===== src/rtl/sequence_generator_if.sv =====
// Load handshake and serial output bundle for sequence_generator.
interface sequence_generator_if #(
  parameter int DATA_W = 8
);
  logic              load_valid;
  logic [DATA_W-1:0] load_data;
  logic [3:0]        repeat_cnt;
  logic              load_ready;
  logic              sequence_out;
  logic              out_valid;
  logic              done;

  modport master (
    output load_valid, load_data, repeat_cnt,
    input  load_ready, sequence_out, out_valid, done
  );

  modport slave (
    input  load_valid, load_data, repeat_cnt,
    output load_ready, sequence_out, out_valid, done
  );
endinterface


===== src/rtl/sequence_generator.sv =====
// Serial MSB-first word transmitter with repeat count; define SEQ_GEN_PREAMBLE_EN
// to prefix every repetition with the detector trigger PATTERN.
module sequence_generator #(
  parameter int         DATA_W  = 8,
  parameter int         PAT_W   = 4,
  parameter logic [7:0] PATTERN = 8'b0000_1011
) (
  input  logic                 clk,
  input  logic                 reset,
  sequence_generator_if.slave  bus
);

  localparam int MAX_W = (DATA_W > PAT_W) ? DATA_W : PAT_W;
  localparam int CNT_W = $clog2(MAX_W);
  localparam logic [CNT_W-1:0] DATA_LAST = CNT_W'(DATA_W - 1);

  if (DATA_W < 2 || DATA_W > 32 || PAT_W < 1 || PAT_W > 8 ||
      (PATTERN >> PAT_W) != 8'd0) begin : g_bad_cfg
    $error("sequence_generator: illegal DATA_W/PAT_W/PATTERN");
  end

`ifdef SEQ_GEN_PREAMBLE_EN
  localparam logic [CNT_W-1:0] PAT_LAST = CNT_W'(PAT_W - 1);
  typedef enum logic [1:0] {IDLE, PREAMBLE, DATA} state_e;
`else
  typedef enum logic [1:0] {IDLE, DATA} state_e;
`endif

  state_e            state_q, state_d;
  logic [CNT_W-1:0]  cnt_q, cnt_d, cnt_m1;
  logic [3:0]        rep_q, rep_d;
  logic [DATA_W-1:0] data_q, data_d;
  logic              seq_q, seq_d;
  logic              vld_q, vld_d;
  logic              done_q, done_d;
  logic              data_bit;

  // Outputs are registered for the bit that is on the wire next cycle.
  assign cnt_m1   = cnt_q - 1'b1;
  assign data_bit = |(data_q & (DATA_W'(1) << cnt_m1));
`ifdef SEQ_GEN_PREAMBLE_EN
  logic pat_bit;
  assign pat_bit  = |(PATTERN & (8'd1 << cnt_m1));
`endif

  always_comb begin
    state_d = state_q;
    cnt_d   = cnt_q;
    rep_d   = rep_q;
    data_d  = data_q;
    seq_d   = 1'b0;
    vld_d   = 1'b0;
    done_d  = 1'b0;
    case (state_q)
      IDLE: begin
        if (bus.load_valid) begin
          data_d = bus.load_data;
          rep_d  = bus.repeat_cnt;
          vld_d  = 1'b1;
`ifdef SEQ_GEN_PREAMBLE_EN
          state_d = PREAMBLE;
          cnt_d   = PAT_LAST;
          seq_d   = PATTERN[PAT_W-1];
`else
          state_d = DATA;
          cnt_d   = DATA_LAST;
          seq_d   = bus.load_data[DATA_W-1];
`endif
        end
      end
`ifdef SEQ_GEN_PREAMBLE_EN
      PREAMBLE: begin
        vld_d = 1'b1;
        if (cnt_q == '0) begin
          state_d = DATA;
          cnt_d   = DATA_LAST;
          seq_d   = data_q[DATA_W-1];
        end else begin
          cnt_d = cnt_m1;
          seq_d = pat_bit;
        end
      end
`endif
      DATA: begin
        if (cnt_q != '0) begin
          vld_d = 1'b1;
          cnt_d = cnt_m1;
          seq_d = data_bit;
        end else if (rep_q != 4'd0) begin
          // Next repetition starts immediately with the same latched word.
          rep_d = rep_q - 4'd1;
          vld_d = 1'b1;
`ifdef SEQ_GEN_PREAMBLE_EN
          state_d = PREAMBLE;
          cnt_d   = PAT_LAST;
          seq_d   = PATTERN[PAT_W-1];
`else
          cnt_d   = DATA_LAST;
          seq_d   = data_q[DATA_W-1];
`endif
        end else begin
          state_d = IDLE;
          cnt_d   = '0;
          done_d  = 1'b1;
        end
      end
      default: state_d = IDLE;
    endcase
  end

  always_ff @(posedge clk) begin
    if (reset) begin
      state_q <= IDLE;
      cnt_q   <= '0;
      rep_q   <= '0;
      data_q  <= '0;
      seq_q   <= 1'b0;
      vld_q   <= 1'b0;
      done_q  <= 1'b0;
    end else begin
      state_q <= state_d;
      cnt_q   <= cnt_d;
      rep_q   <= rep_d;
      data_q  <= data_d;
      seq_q   <= seq_d;
      vld_q   <= vld_d;
      done_q  <= done_d;
    end
  end

  assign bus.load_ready   = (state_q == IDLE);
  assign bus.sequence_out = seq_q & vld_q;
  assign bus.out_valid    = vld_q;
  assign bus.done         = done_q;

endmodule


===== src/flat_wrapper.sv =====
// flat-port wrapper written by rule: the top's interface ports become plain ports
module sequence_generator_flat 
#(
  parameter int         DATA_W  = 8,
  parameter int         PAT_W   = 4,
  parameter logic [7:0] PATTERN = 8'b0000_1011
)
  (clk, reset, bus_load_valid, bus_load_data, bus_repeat_cnt, bus_load_ready, bus_sequence_out, bus_out_valid, bus_done);
  sequence_generator_if #(.DATA_W(DATA_W)) bus_i ();
  input  logic clk;
  input  logic reset;
  input wire logic [$bits(bus_i.load_valid)-1:0] bus_load_valid;
  input wire logic [$bits(bus_i.load_data)-1:0] bus_load_data;
  input wire logic [$bits(bus_i.repeat_cnt)-1:0] bus_repeat_cnt;
  output wire logic [$bits(bus_i.load_ready)-1:0] bus_load_ready;
  output wire logic [$bits(bus_i.sequence_out)-1:0] bus_sequence_out;
  output wire logic [$bits(bus_i.out_valid)-1:0] bus_out_valid;
  output wire logic [$bits(bus_i.done)-1:0] bus_done;
  assign bus_i.load_valid = bus_load_valid;
  assign bus_i.load_data = bus_load_data;
  assign bus_i.repeat_cnt = bus_repeat_cnt;
  assign bus_load_ready = bus_i.load_ready;
  assign bus_sequence_out = bus_i.sequence_out;
  assign bus_out_valid = bus_i.out_valid;
  assign bus_done = bus_i.done;
  sequence_generator #(.DATA_W(DATA_W), .PAT_W(PAT_W), .PATTERN(PATTERN)) u_core (.clk(clk), .reset(reset), .bus(bus_i));
endmodule

===== config.mk =====
export PLATFORM = sky130hd
export DESIGN_NAME = sequence_generator_flat
export DESIGN_NICKNAME = d
export VERILOG_FILES = /design/src/rtl/sequence_generator_if.sv /design/src/rtl/sequence_generator.sv /design/src/flat_wrapper.sv
export SDC_FILE = /design/constraint.sdc
export NUM_CORES = 1
export LEC_CHECK = 0
export ABC_CLOCK_PERIOD_IN_PS = 3600
export CAP_MARGIN = 20
export CORE_MARGIN = 8
export CORE_UTILIZATION = 57
export CTS_BUF_LIST = sky130_fd_sc_hd__clkbuf_8
export DETAILED_ROUTE_END_ITERATION = 6
export MAX_ROUTING_LAYER = met4
export PLACE_DENSITY = 0.86
export RECOVER_POWER = 100
export SYNTH_ARGS = -nofsm -noshare
export SYNTH_HDL_FRONTEND = slang
export SYNTH_SLANG_ARGS = --single-unit

===== constraint.sdc =====
create_clock -name clk -period 3.6 [get_ports clk]
set_input_delay 0.72 -clock clk [delete_from_list [all_inputs] [get_ports clk]]
set_output_delay 0.72 -clock clk [all_outputs]
set_load 0.03 [all_outputs]

==> results by group <==
Status
  • Status: finished clean

Final layout
  • Layout cell share with drive strength beyond 1: 0.0662
  • Area growth syn-to-layout: 21.4%
  • Diode count: 0
  • Nets: 159
  • Final core occ: 0.730

Worst hold path
  • Worst Hold Class: reg -> reg
  • Hold wc startpoint: u_core.data_q[3]

Yosys
  • Post-synth cell types: 34
  • Syn Inst Count: 120
  • EDFF count, synth: 0
  • Syn_nets: 142
  • Synthesis-stage register bit count: 19
  • Avg Cell Area, Syn: 8.56 sq um
  • Post-synthesis sequential area ratio: 0.370
  • Mapped Area: 1030 sq um
  • Async S/R FF share, synth: 0
  • Yosys warns: 0
  • Prevailing post-synth register cell: dfxtp_1

Timing
  • Relative slew slack: 0.496
  • Fmax: 397 MHz
  • Setup_tns: 0 ns
  • Slew Viols, Final: 0
  • Setup WS post-layout: 1.08 ns
  • Fin crit period: 2.52 ns
  • Final hold violations: 0
  • Period utilization: 0.700
  • Post-route clock skew: 0.00128 ns
  • Hold WS: 0.460 ns
  • Unrepaired setup endpoints after global routing: no
  • Final Setup Violations: 0
  • Slew @ Worst Pin: 0.753 ns

Run
  • Max-cap check violation count: 0

Floorplan
  • Starting Density: 0.601
  • Core Region: 1710 sq um
  • Die Span Y: 58.5 um
  • Row count: 15
  • Die X: 58.5 um
  • I/O Pins: 19
  • Die area: 3420 sq um

Route
  • DR vias/cell: 5.78
  • Detailed-route DRC error count: 0
  • Routed wire length: 2460 um
  • DR iter-0 viols: 32
  • Total number of vias: 931
  • Antenna Violating Nets Remaining: 0
  • Wire length per cell: 15.3 um
  • Pre-Repair DR Iteration Count: 4

Critical path
  • WS Path Type: reg -> out
  • CP Launch Type: flip-flop
  • Worst EP arrival: 1.80 ns
  • Crit path from: u_core.state_q[0]
  • Critical Path Fanout Max: 14
  • Reg2Reg Setup Slack: 1.83 ns
  • Crit path required time: 2.88 ns
  • Reg-to-reg startpoint: u_core.cnt_q[0]
  • CP endpoint kind: primary output

Clock network
  • Post-CTS Hold Fix Bufs: 0
  • Clock sink count: 19
  • Post-CTS Setup Bufs: 0
  • Clock buffer depth: 2
  • H-tree levels: 1
  • # resized after CTS: 0
  • Cts bufs inserted: 3
  • CTS root buf: clkbuf_8
  • CTS tree: yes
  • Clk_lat worst skew: 0.26 ns
  • Clock-pin slew on the worst setup and hold paths: 0.07 ns

GRT
  • Antenna violations before repair: 0
  • GRT overflow: 0
  • Pin count of the biggest net entering global routing: 22
  • GRT Total Usage: 0.157
  • Vias in the first global route: 941
  • First-pass GRT wire length: 4050 um

Power and ir drop
  • Pleak: 0.481 nW
  • Power Density: 437 nW/um^2
  • Worst VDD drop: 0.295 mV
  • Total Power: 0.000545 W

Placed design
  • GP Congestion: 0.818
  • Pre-CTS WS: 1.25 ns
  • Dpl hpwl: 1830 um
  • Port bufs: 18
state kept, by name, summed over array words and instances (netlist names):
register and count:
u_core.data_q 8, u_core.cnt_q 3, u_core.state_q 1, u_core.bus.done 1, u_core.bus.out_valid 1, u_core.seq_q 1
u_core.rep_q 4
area by class of cell:
cell class              count  area (sq um)
multi-input cells          88           578
fillers                   127           460
flip-flops and latches     19           380
repair buffers             18           180
clock buffers               3          41.3
inverters                   7          31.3
well taps                  25          31.3
clock inverters             1          5.00
metal layers:
layer	GRT usage	part of all wire	wire, um
met5	-	0	0
met4	0.0979	0.024	59
met3	0.0304	0.061	151
met2	0.246	0.49	1200
met1	0.180	0.43	1060
synth_stat cells (2+ instances only):
cell type | count | area share
a211oi_1 | 4 | 0.029
a211oi_2 | 2 | 0.024
a21oi_1 | 12 | 0.058
a222oi_1 | 2 | 0.019
a31oi_1 | 2 | 0.012
a32oi_1 | 2 | 0.017
buf_2 | 3 | 0.015
clkbuf_1 | 3 | 0.011
dfxtp_1 | 19 | 0.37
ha_1 | 7 | 0.085
inv_1 | 6 | 0.022
mux2i_1 | 4 | 0.039
nand2_1 | 22 | 0.080
nand2b_1 | 2 | 0.012
nor2_1 | 6 | 0.022
nor2b_1 | 3 | 0.018
nor3_1 | 2 | 0.0097
o21ai_0 | 3 | 0.015
where the power goes:
group	internal (W)	total, W	switching, W
Combinational	0.0000649	0.000143	0.0000779
Sequential	0.000229	0.000249	0.0000206
Clock	0.0000771	0.000152	0.0000752
layout by cell type, fill, tap and decap left out, types with 4 or more instances in the layout:
master | synthesis | layout
nor2_1 | 6 | 6
a211oi_1 | 4 | 5
mux2i_1 | 4 | 4
inv_1 | 6 | 6
a21oi_1 | 12 | 12
clkdlybuf4s50_1 | 0 | 12
dfxtp_1 | 19 | 19
ha_1 | 7 | 7
nand2_1 | 22 | 22
dlygate4sd3_1 | 0 | 6
per-stage QoR:
stage,instances,instance area (sq um)
3_5_place_dp,157,1210
2_1_floorplan,120,1030
5_1_grt,161,1250
3_3_place_gp,157,1210
6_report,161,1250
4_1_cts,161,1260
worst paths after layout:
path | endpoint | depth (start not counted)
worst max-delay path | bus_load_ready | 2
worst min-delay path | u_core.data_q[3] | 2
worst max register to register | u_core.rep_q[3] | 6
worst min register to register | u_core.data_q[3] | 2
worst max-delay path, cell delays in order (launching register included):
cell and delay [ns]:
dfxtp_1 0.65, clkinv_4 0.16, dlygate4sd3_1 0.72
cell families (layout without fill, tap and decap cells):
kind of cell | Yosys count | after routing | share of synthesized area
AO/OA/AOI/OAI | 34 | 34 | 0.240
XOR/XNOR | 1 | 1 | 0.00853
adder cells (fa/ha/maj) | 7 | 7 | 0.0853
buffers and inverters | 13 | 29 | 0.0560
flip-flops | 19 | 19 | 0.370
multiplexers | 4 | 4 | 0.0390
AND/OR/NAND/NOR | 42 | 42 | 0.201
No activity file was read; power rests on OpenSTA's default activity.
